[src/rtl/kypd_pkg.sv]
// kypd_pkg -- shared definitions for the 4x4 matrix keypad scanner.
//   KEY_MAP     : hex code for each key, indexed by frame bit 4*col + row
//   kp_state_e  : key-reporting FSM states
//   hot_info_t  : result of onehot_info() (single-key check + key index)
package kypd_pkg;

  // Pmod KYPD legend. Column 0 carries 1/4/7/0 and column 3 carries A/B/C/D.
  localparam logic [3:0] KEY_MAP [16] = '{
    4'h1, 4'h4, 4'h7, 4'h0,
    4'h2, 4'h5, 4'h8, 4'hF,
    4'h3, 4'h6, 4'h9, 4'hE,
    4'hA, 4'hB, 4'hC, 4'hD
  };

  typedef enum logic [1:0] {
    IDLE    = 2'd0,
    PRESSED = 2'd1,
    BLOCKED = 2'd2
  } kp_state_e;

  typedef struct packed {
    logic       one_hot;  // exactly one key down
    logic       any;      // at least one key down
    logic [3:0] idx;      // index of the highest set bit (the key when one_hot)
  } hot_info_t;

  function automatic hot_info_t onehot_info(input logic [15:0] f);
    hot_info_t r;
    int        n;
    r = '0;
    n = 0;
    for (int i = 0; i < 16; i++) begin
      if (f[i]) begin
        n     = n + 1;
        r.idx = 4'(i);
      end
    end
    r.one_hot = (n == 1);
    r.any     = (n != 0);
    return r;
  endfunction

endpackage

[src/rtl/kypd_scan_if.sv]
// kypd_scan_if -- keypad pins plus the key report towards the setpoint logic.
//   kp_col    : column drive, active-low, one column low at a time
//   kp_row    : row sense, active-low, pulled up off-chip, asynchronous
//   key_code  : hex code of the last accepted key
//   key_valid : one-cycle strobe when a new key is accepted
//   key_held  : accepted key still debounced-pressed
// master = scanner side, slave = keypad/consumer side.
interface kypd_scan_if;
  logic [3:0] kp_col;
  logic [3:0] kp_row;
  logic [3:0] key_code;
  logic       key_valid;
  logic       key_held;

  modport master (
    output kp_col,
    output key_code,
    output key_valid,
    output key_held,
    input  kp_row
  );

  modport slave (
    input  kp_col,
    input  key_code,
    input  key_valid,
    input  key_held,
    output kp_row
  );
endinterface

[src/rtl/scan_tick.sv]
// scan_tick -- free-running divider producing a one-cycle enable every DIV
// clocks. Also usable as the refresh enable of the 7-segment driver.
//   clk  : system clock
//   rst  : synchronous, active-low reset (counter back to 0)
//   tick : high during the cycle in which the counter equals DIV-1
module scan_tick #(
  parameter int DIV = 10
) (
  input  logic clk,
  input  logic rst,
  output logic tick
);

  localparam int            CW   = (DIV > 1) ? $clog2(DIV) : 1;
  localparam logic [CW-1:0] LAST = CW'(DIV - 1);

  if (DIV < 4) begin : g_div_check
    $error("scan_tick: DIV must be at least 4");
  end

  logic [CW-1:0] cnt;

  always_ff @(posedge clk) begin
    if (!rst) begin
      cnt <= '0;
    end else if (cnt == LAST) begin
      cnt <= '0;
    end else begin
      cnt <= cnt + 1'b1;
    end
  end

  assign tick = (cnt == LAST);

endmodule

[src/rtl/kypd_scan.sv]
// kypd_scan -- 4x4 matrix keypad scanner with frame-level debounce.
// Drives one column low per DIV-cycle dwell, reads the rows back through a
// 2-FF synchronizer, assembles a 16-bit pressed-key frame every four columns
// and accepts a frame once DEBOUNCE_SCANS consecutive frames agree. A small
// FSM turns accepted frames into single-key reports.
//   clk : system clock        rst : synchronous, active-low reset
//   kp  : kypd_scan_if.master (kp_col, kp_row, key_code, key_valid, key_held)
module kypd_scan
  import kypd_pkg::*;
#(
  parameter int CLK_FREQ_HZ    = 100_000_000,
  parameter int SCAN_HZ        = 1_000,
  parameter int DEBOUNCE_SCANS = 4
) (
  input  logic         clk,
  input  logic         rst,
  kypd_scan_if.master  kp
);

  localparam int         DIV   = CLK_FREQ_HZ / SCAN_HZ;
  localparam logic [3:0] DEB_N = 4'(DEBOUNCE_SCANS);

  if (DIV < 4) begin : g_div_check
    $error("kypd_scan: CLK_FREQ_HZ/SCAN_HZ must be at least 4");
  end
  if (DEBOUNCE_SCANS < 2 || DEBOUNCE_SCANS > 15) begin : g_deb_check
    $error("kypd_scan: DEBOUNCE_SCANS must be in 2..15");
  end

  logic tick;

  scan_tick #(.DIV(DIV)) u_tick (
    .clk  (clk),
    .rst  (rst),
    .tick (tick)
  );

  // ---- stage p0: row synchronizer ----
  logic [3:0] row_s1_p0;
  logic [3:0] row_s2_p0;

  always_ff @(posedge clk) begin
    if (!rst) begin
      row_s1_p0 <= '0;
      row_s2_p0 <= '0;
    end else begin
      row_s1_p0 <= kp.kp_row;
      row_s2_p0 <= row_s1_p0;
    end
  end

  // ---- stage p1: column scan, frame assembly and debounce ----
  logic [1:0]  col_idx;
  logic [15:0] frame_p1;
  logic [15:0] last_frame_p1;
  logic [3:0]  stable_cnt_p1;
  logic [15:0] new_frame;
  logic        frame_done;

  // Row sample lands in the nibble of the column currently driven. The tick
  // sits at the end of the dwell, so the synchronizer has long settled.
  always_comb begin
    new_frame = frame_p1;
    new_frame[{col_idx, 2'b00} +: 4] = ~row_s2_p0;
  end

  assign frame_done = tick && (col_idx == 2'd3);

  always_ff @(posedge clk) begin
    if (!rst) begin
      col_idx       <= '0;
      frame_p1      <= '0;
      last_frame_p1 <= '0;
      stable_cnt_p1 <= '0;
    end else begin
      if (tick) begin
        col_idx  <= col_idx + 2'd1;
        frame_p1 <= new_frame;
      end
      if (frame_done) begin
        if (new_frame == last_frame_p1) begin
          if (stable_cnt_p1 != DEB_N) begin
            stable_cnt_p1 <= stable_cnt_p1 + 4'd1;
          end
        end else begin
          stable_cnt_p1 <= 4'd1;
          last_frame_p1 <= new_frame;
        end
      end
    end
  end

  assign kp.kp_col = ~(4'b0001 << col_idx);

  // ---- stage p2: debounced frame ----
  // Reloading every cycle while the count is saturated is harmless:
  // last_frame only moves when the count drops back to 1.
  logic [15:0] deb_frame_p2;

  always_ff @(posedge clk) begin
    if (!rst) begin
      deb_frame_p2 <= '0;
    end else if (stable_cnt_p1 == DEB_N) begin
      deb_frame_p2 <= last_frame_p1;
    end
  end

  // ---- stage p3: key reporting FSM ----
  kp_state_e  state;
  kp_state_e  state_nx;
  logic [3:0] key_bit;
  logic [3:0] key_bit_nx;
  logic [3:0] key_code_p3;
  logic [3:0] key_code_nx;
  logic       key_valid_p3;
  logic       key_valid_nx;
  logic       key_held_p3;
  logic       key_held_nx;
  hot_info_t  info;

  always_comb begin
    info         = onehot_info(deb_frame_p2);
    state_nx     = state;
    key_bit_nx   = key_bit;
    key_code_nx  = key_code_p3;
    key_valid_nx = 1'b0;
    key_held_nx  = key_held_p3;
    unique case (state)
      IDLE: begin
        if (info.one_hot) begin
          key_bit_nx   = info.idx;
          key_code_nx  = KEY_MAP[info.idx];
          key_valid_nx = 1'b1;
          key_held_nx  = 1'b1;
          state_nx     = PRESSED;
        end else if (info.any) begin
          state_nx = BLOCKED;
        end
      end
      PRESSED: begin
        // Anything other than the accepted key alone ends the report; a
        // chord or swap must be fully released before another key counts.
        if (!info.any) begin
          key_held_nx = 1'b0;
          state_nx    = IDLE;
        end else if (deb_frame_p2 != (16'h0001 << key_bit)) begin
          key_held_nx = 1'b0;
          state_nx    = BLOCKED;
        end
      end
      BLOCKED: begin
        if (!info.any) begin
          state_nx = IDLE;
        end
      end
      default: begin
        state_nx    = IDLE;
        key_held_nx = 1'b0;
      end
    endcase
  end

  always_ff @(posedge clk) begin
    if (!rst) begin
      state        <= IDLE;
      key_bit      <= '0;
      key_code_p3  <= '0;
      key_valid_p3 <= 1'b0;
      key_held_p3  <= 1'b0;
    end else begin
      state        <= state_nx;
      key_bit      <= key_bit_nx;
      key_code_p3  <= key_code_nx;
      key_valid_p3 <= key_valid_nx;
      key_held_p3  <= key_held_nx;
    end
  end

  assign kp.key_code  = key_code_p3;
  assign kp.key_valid = key_valid_p3;
  assign kp.key_held  = key_held_p3;

endmodule

[src/flat_wrapper.sv]
// flat-port wrapper written by rule: the top's interface ports become plain ports
module kypd_scan_flat import kypd_pkg::*;
#(
  parameter int CLK_FREQ_HZ    = 100_000_000,
  parameter int SCAN_HZ        = 1_000,
  parameter int DEBOUNCE_SCANS = 4
)
  (clk, rst, kp_kp_col, kp_key_code, kp_key_valid, kp_key_held, kp_kp_row);
  kypd_scan_if kp_i ();
  input  logic clk;
  input  logic rst;
  output wire logic [$bits(kp_i.kp_col)-1:0] kp_kp_col;
  output wire logic [$bits(kp_i.key_code)-1:0] kp_key_code;
  output wire logic [$bits(kp_i.key_valid)-1:0] kp_key_valid;
  output wire logic [$bits(kp_i.key_held)-1:0] kp_key_held;
  input wire logic [$bits(kp_i.kp_row)-1:0] kp_kp_row;
  assign kp_kp_col = kp_i.kp_col;
  assign kp_key_code = kp_i.key_code;
  assign kp_key_valid = kp_i.key_valid;
  assign kp_key_held = kp_i.key_held;
  assign kp_i.kp_row = kp_kp_row;
  kypd_scan #(.CLK_FREQ_HZ(CLK_FREQ_HZ), .SCAN_HZ(SCAN_HZ), .DEBOUNCE_SCANS(DEBOUNCE_SCANS)) u_core (.clk(clk), .rst(rst), .kp(kp_i));
endmodule
[config.mk]
export PLATFORM = sky130hd
export DESIGN_NAME = kypd_scan_flat
export DESIGN_NICKNAME = d
export VERILOG_FILES = /design/src/rtl/kypd_pkg.sv /design/src/rtl/kypd_scan_if.sv /design/src/rtl/scan_tick.sv /design/src/rtl/kypd_scan.sv /design/src/flat_wrapper.sv
export SDC_FILE = /design/constraint.sdc
export NUM_CORES = 1
export LEC_CHECK = 0
export CAP_MARGIN = 20
export CORE_UTILIZATION = 45
export CTS_CLUSTER_SIZE = 40
export DETAILED_ROUTE_END_ITERATION = 7
export PLACE_DENSITY_LB_ADDON = 0.08
export SLEW_MARGIN = 20
export SYNTH_ARGS = -nofsm -noshare
export SYNTH_HDL_FRONTEND = slang
export SYNTH_HIERARCHICAL = 1
export SYNTH_SLANG_ARGS = --single-unit
[constraint.sdc]
create_clock -name clk -period 13.3 [get_ports clk]
set_input_delay 2.66 -clock clk [delete_from_list [all_inputs] [get_ports clk]]
set_output_delay 2.66 -clock clk [all_outputs]
set_load 0.02 [all_outputs]
==> impl_metrics.tcl <==
set metrics [dict create \
    critPathKind "reg2reg" \
    synthArstFlopShare 0 \
    startpoint "u_core/deb_frame_p2[1]" \
    diodes 0 \
    powerDensity_nw_per_um2 75.7 \
    grt_pass1_wl_um 26800 \
    drive_gt1_frac 0.0541 \
    yosysUniqueCellTypes 87 \
    period_needed_ns 11.30 \
    first_pass_iters 5 \
    fin_setup_tns_ns 0 \
    r2r-start "u_core/deb_frame_p2[1]" \
    setup_viol_count_final 0 \
    core-area_sq_um 14600 \
    cts_tree "yes" \
    port_buffers 15 \
    dieArea_sq_um 15600 \
    slew_violations 0 \
    grt_usage 0.207 \
    clock-root-buffer "clkbuf_16" \
    critPathRequiredTime_ns 13.57 \
    cts.sink_count 91 \
    areaGrowthSynthToFinish_pct 7.33 \
    ys_ff_latch 91 \
    cts.repair.resized 0 \
    start_util 0.464 \
    worst_pin_slew_ns 1.05 \
    drt_iter0_drc 427 \
    clockBufferDepth 2 \
    synth_fp_nets 897 \
    antenna_found_initial 0 \
    stdcell_count 1034 \
    die_y_um 125 \
    final_nets 877 \
    reg2reg_slack_ns 2.00 \
    fin_skew_ns 0.00743 \
    period_share 0.850 \
    path_clk_slew_ns 0.07 \
    critPathCaptureType "register" \
    vias 5969 \
    drc 0 \
    peakVddDrop_v 0.0000692 \
    cpMaxStageDelayCell "nand4b_1" \
    grt_pass1_vias 5634 \
    outcome "complete, no violations" \
    routed_wl_um 15500 \
    post_cts_buffers 0 \
    cts_buffers 9 \
    ant_nets 0 \
    fillers 1460 \
    final_cell_mix "nor2_1, nand2_1, dfxtp_1, a21oi_1, xnor2_1" \
    worst_setup_path_start_kind "register" \
    crit_arrival_ns 11.57 \
    max-slew-margin-rel 0.298 \
    rsz0062_at_grt "no" \
    syn_area_sq_um 6790 \
    die_x_um 125 \
    layout_commonest_cell "nor2_1" \
    hp-class "reg2reg" \
    dp_cells 1018 \
    vias_per_cell 5.77 \
    p_leak_nw 2.86 \
    netlist_instances 865 \
    ys.flop_type "dfxtp_1" \
    slowest_delay_ns 0.48 \
    avgSynthCellArea_sq_um 7.85 \
    crit_path_max_fanout 8 \
    htree_levels 3 \
    num_rows 44 \
    critPathMostFrequentCell "ha_1" \
    post_drt_wl_per_cell_um 15.0 \
    maxCapViolCount 0 \
    grt_max_degree 58 \
    clk_latency_ns 0.34 \
    gp_congestion 0.833 \
    dpl.hpwl_um 11500 \
    min_from "u_core/row_s1_p0[2]" \
    yosysSeqAreaShare 0.268 \
    max_freq_mhz 88.5 \
    gr-total-overflow 0 \
    hold_buffers 0 \
    io_pins 16 \
    synth-edff-count 0 \
    ys.warnings.count 6 \
    hold_viol_final 0 \
]
-- cell type report --
| cell class | count | area [sq um] | area share |
|---|---|---|---|
| clock buffers | 10 | 239 | 0.0328 |
| clock inverters | 6 | 72.6 | 0.00996 |
| inverters | 39 | 146 | 0.0201 |
| multi-input cells | 687 | 4610 | 0.633 |
| flip-flops and latches | 91 | 1820 | 0.250 |
| well taps | 184 | 230 | 0.0316 |
| repair buffers | 17 | 165 | 0.0227 |
-- routing by layer --
layer / GRT usage / vias up / wire length (um)
met5: 0 / - / 0
met4: 0.0423 / 0 / 146
met3: 0.0318 / 13 / 622
met2: 0.330 / 126 / 6810
met1: 0.296 / 2809 / 7910
li1: - / 3021 / -
-- synthesized netlist by cell type, drive strengths merged, types with 26 or more instances --
| library cell | instances | area (sq um) |
|---|---|---|
| nand3 | 29 | 150 |
| clkbuf | 35 | 133 |
| mux2i | 26 | 260 |
| a21oi | 60 | 312 |
| nor3 | 31 | 155 |
| nor2 | 109 | 409 |
| xnor2 | 56 | 513 |
| inv | 37 | 139 |
| dfxtp | 91 | 1820 |
| ha | 26 | 325 |
| o21ai | 27 | 135 |
| nand2 | 101 | 379 |
-- state kept, by name (all words and copies together), names as in the netlist --
register	flops
u_core/row_s1_p0	4
u_core/stable_cnt_p1	4
u_core/col_idx	2
u_core/kp.key_valid	1
u_core/kp.key_code	4
u_core/frame_p1	16
u_core/last_frame_p1	16
u_core/kp.key_held	1
u_core/state	2
u_core/u_tick/cnt	17
u_core/key_bit	4
u_core/deb_frame_p2	16
u_core/row_s2_p0	4
-- power by group --
group	internal, W	leakage, nW	switching, W
logic	0.00000390	1.97	0.00000666
registers	0.000274	0.735	0.00000191
clock network	0.000153	0.150	0.000112
total	0.000431	2.86	0.000121
-- cells by family after synthesis --
kind of cell	after synthesis	synth area share
AO/OA/AOI/OAI	180	0.178
AND/OR/NAND/NOR	361	0.256
flip-flops	91	0.268
adder cells (fa/ha/maj)	27	0.0494
multiplexers	33	0.0516
XOR/XNOR	86	0.143
buffers and inverters	87	0.0531
-- per-stage QoR --
stage               hold WS [ns]  power [W]  instance area, sq um   util  setup WS, ns
finish                     0.431   0.000552                  7290  0.498          2.00
global placement           0.417   0.000293                  6980  0.476          2.40
global route               0.444   0.000572                  7290  0.498          1.04
floorplan                  0.412   0.000290                  6790      -          3.30
CTS                        0.435   0.000559                  7290  0.498          1.96
detailed placement         0.419   0.000293                  6980  0.476          2.00
-- worst max-delay path: cells and delay by family, from the launching register on --
kind | cells | cell delay, ns
AND/OR/NAND/NOR | 13 | 2.13
multiplexers | 5 | 1.37
XOR/XNOR | 1 | 0.18
AO/OA/AOI/OAI | 11 | 2.58
flip-flops | 1 | 0.42
adder cells (fa/ha/maj) | 13 | 4.09
buffers and inverters | 6 | 0.45
-- final timing paths --
kind                                         endpoint  depth (start not counted)
worst max register to register  u_core/kp.key_code[1]                         49
worst min register to register    u_core/row_s2_p0[2]                          1
worst max-delay path            u_core/kp.key_code[1]                         49
worst min-delay path              u_core/row_s2_p0[2]                          1
No activity file was read; power rests on OpenSTA's default activity.
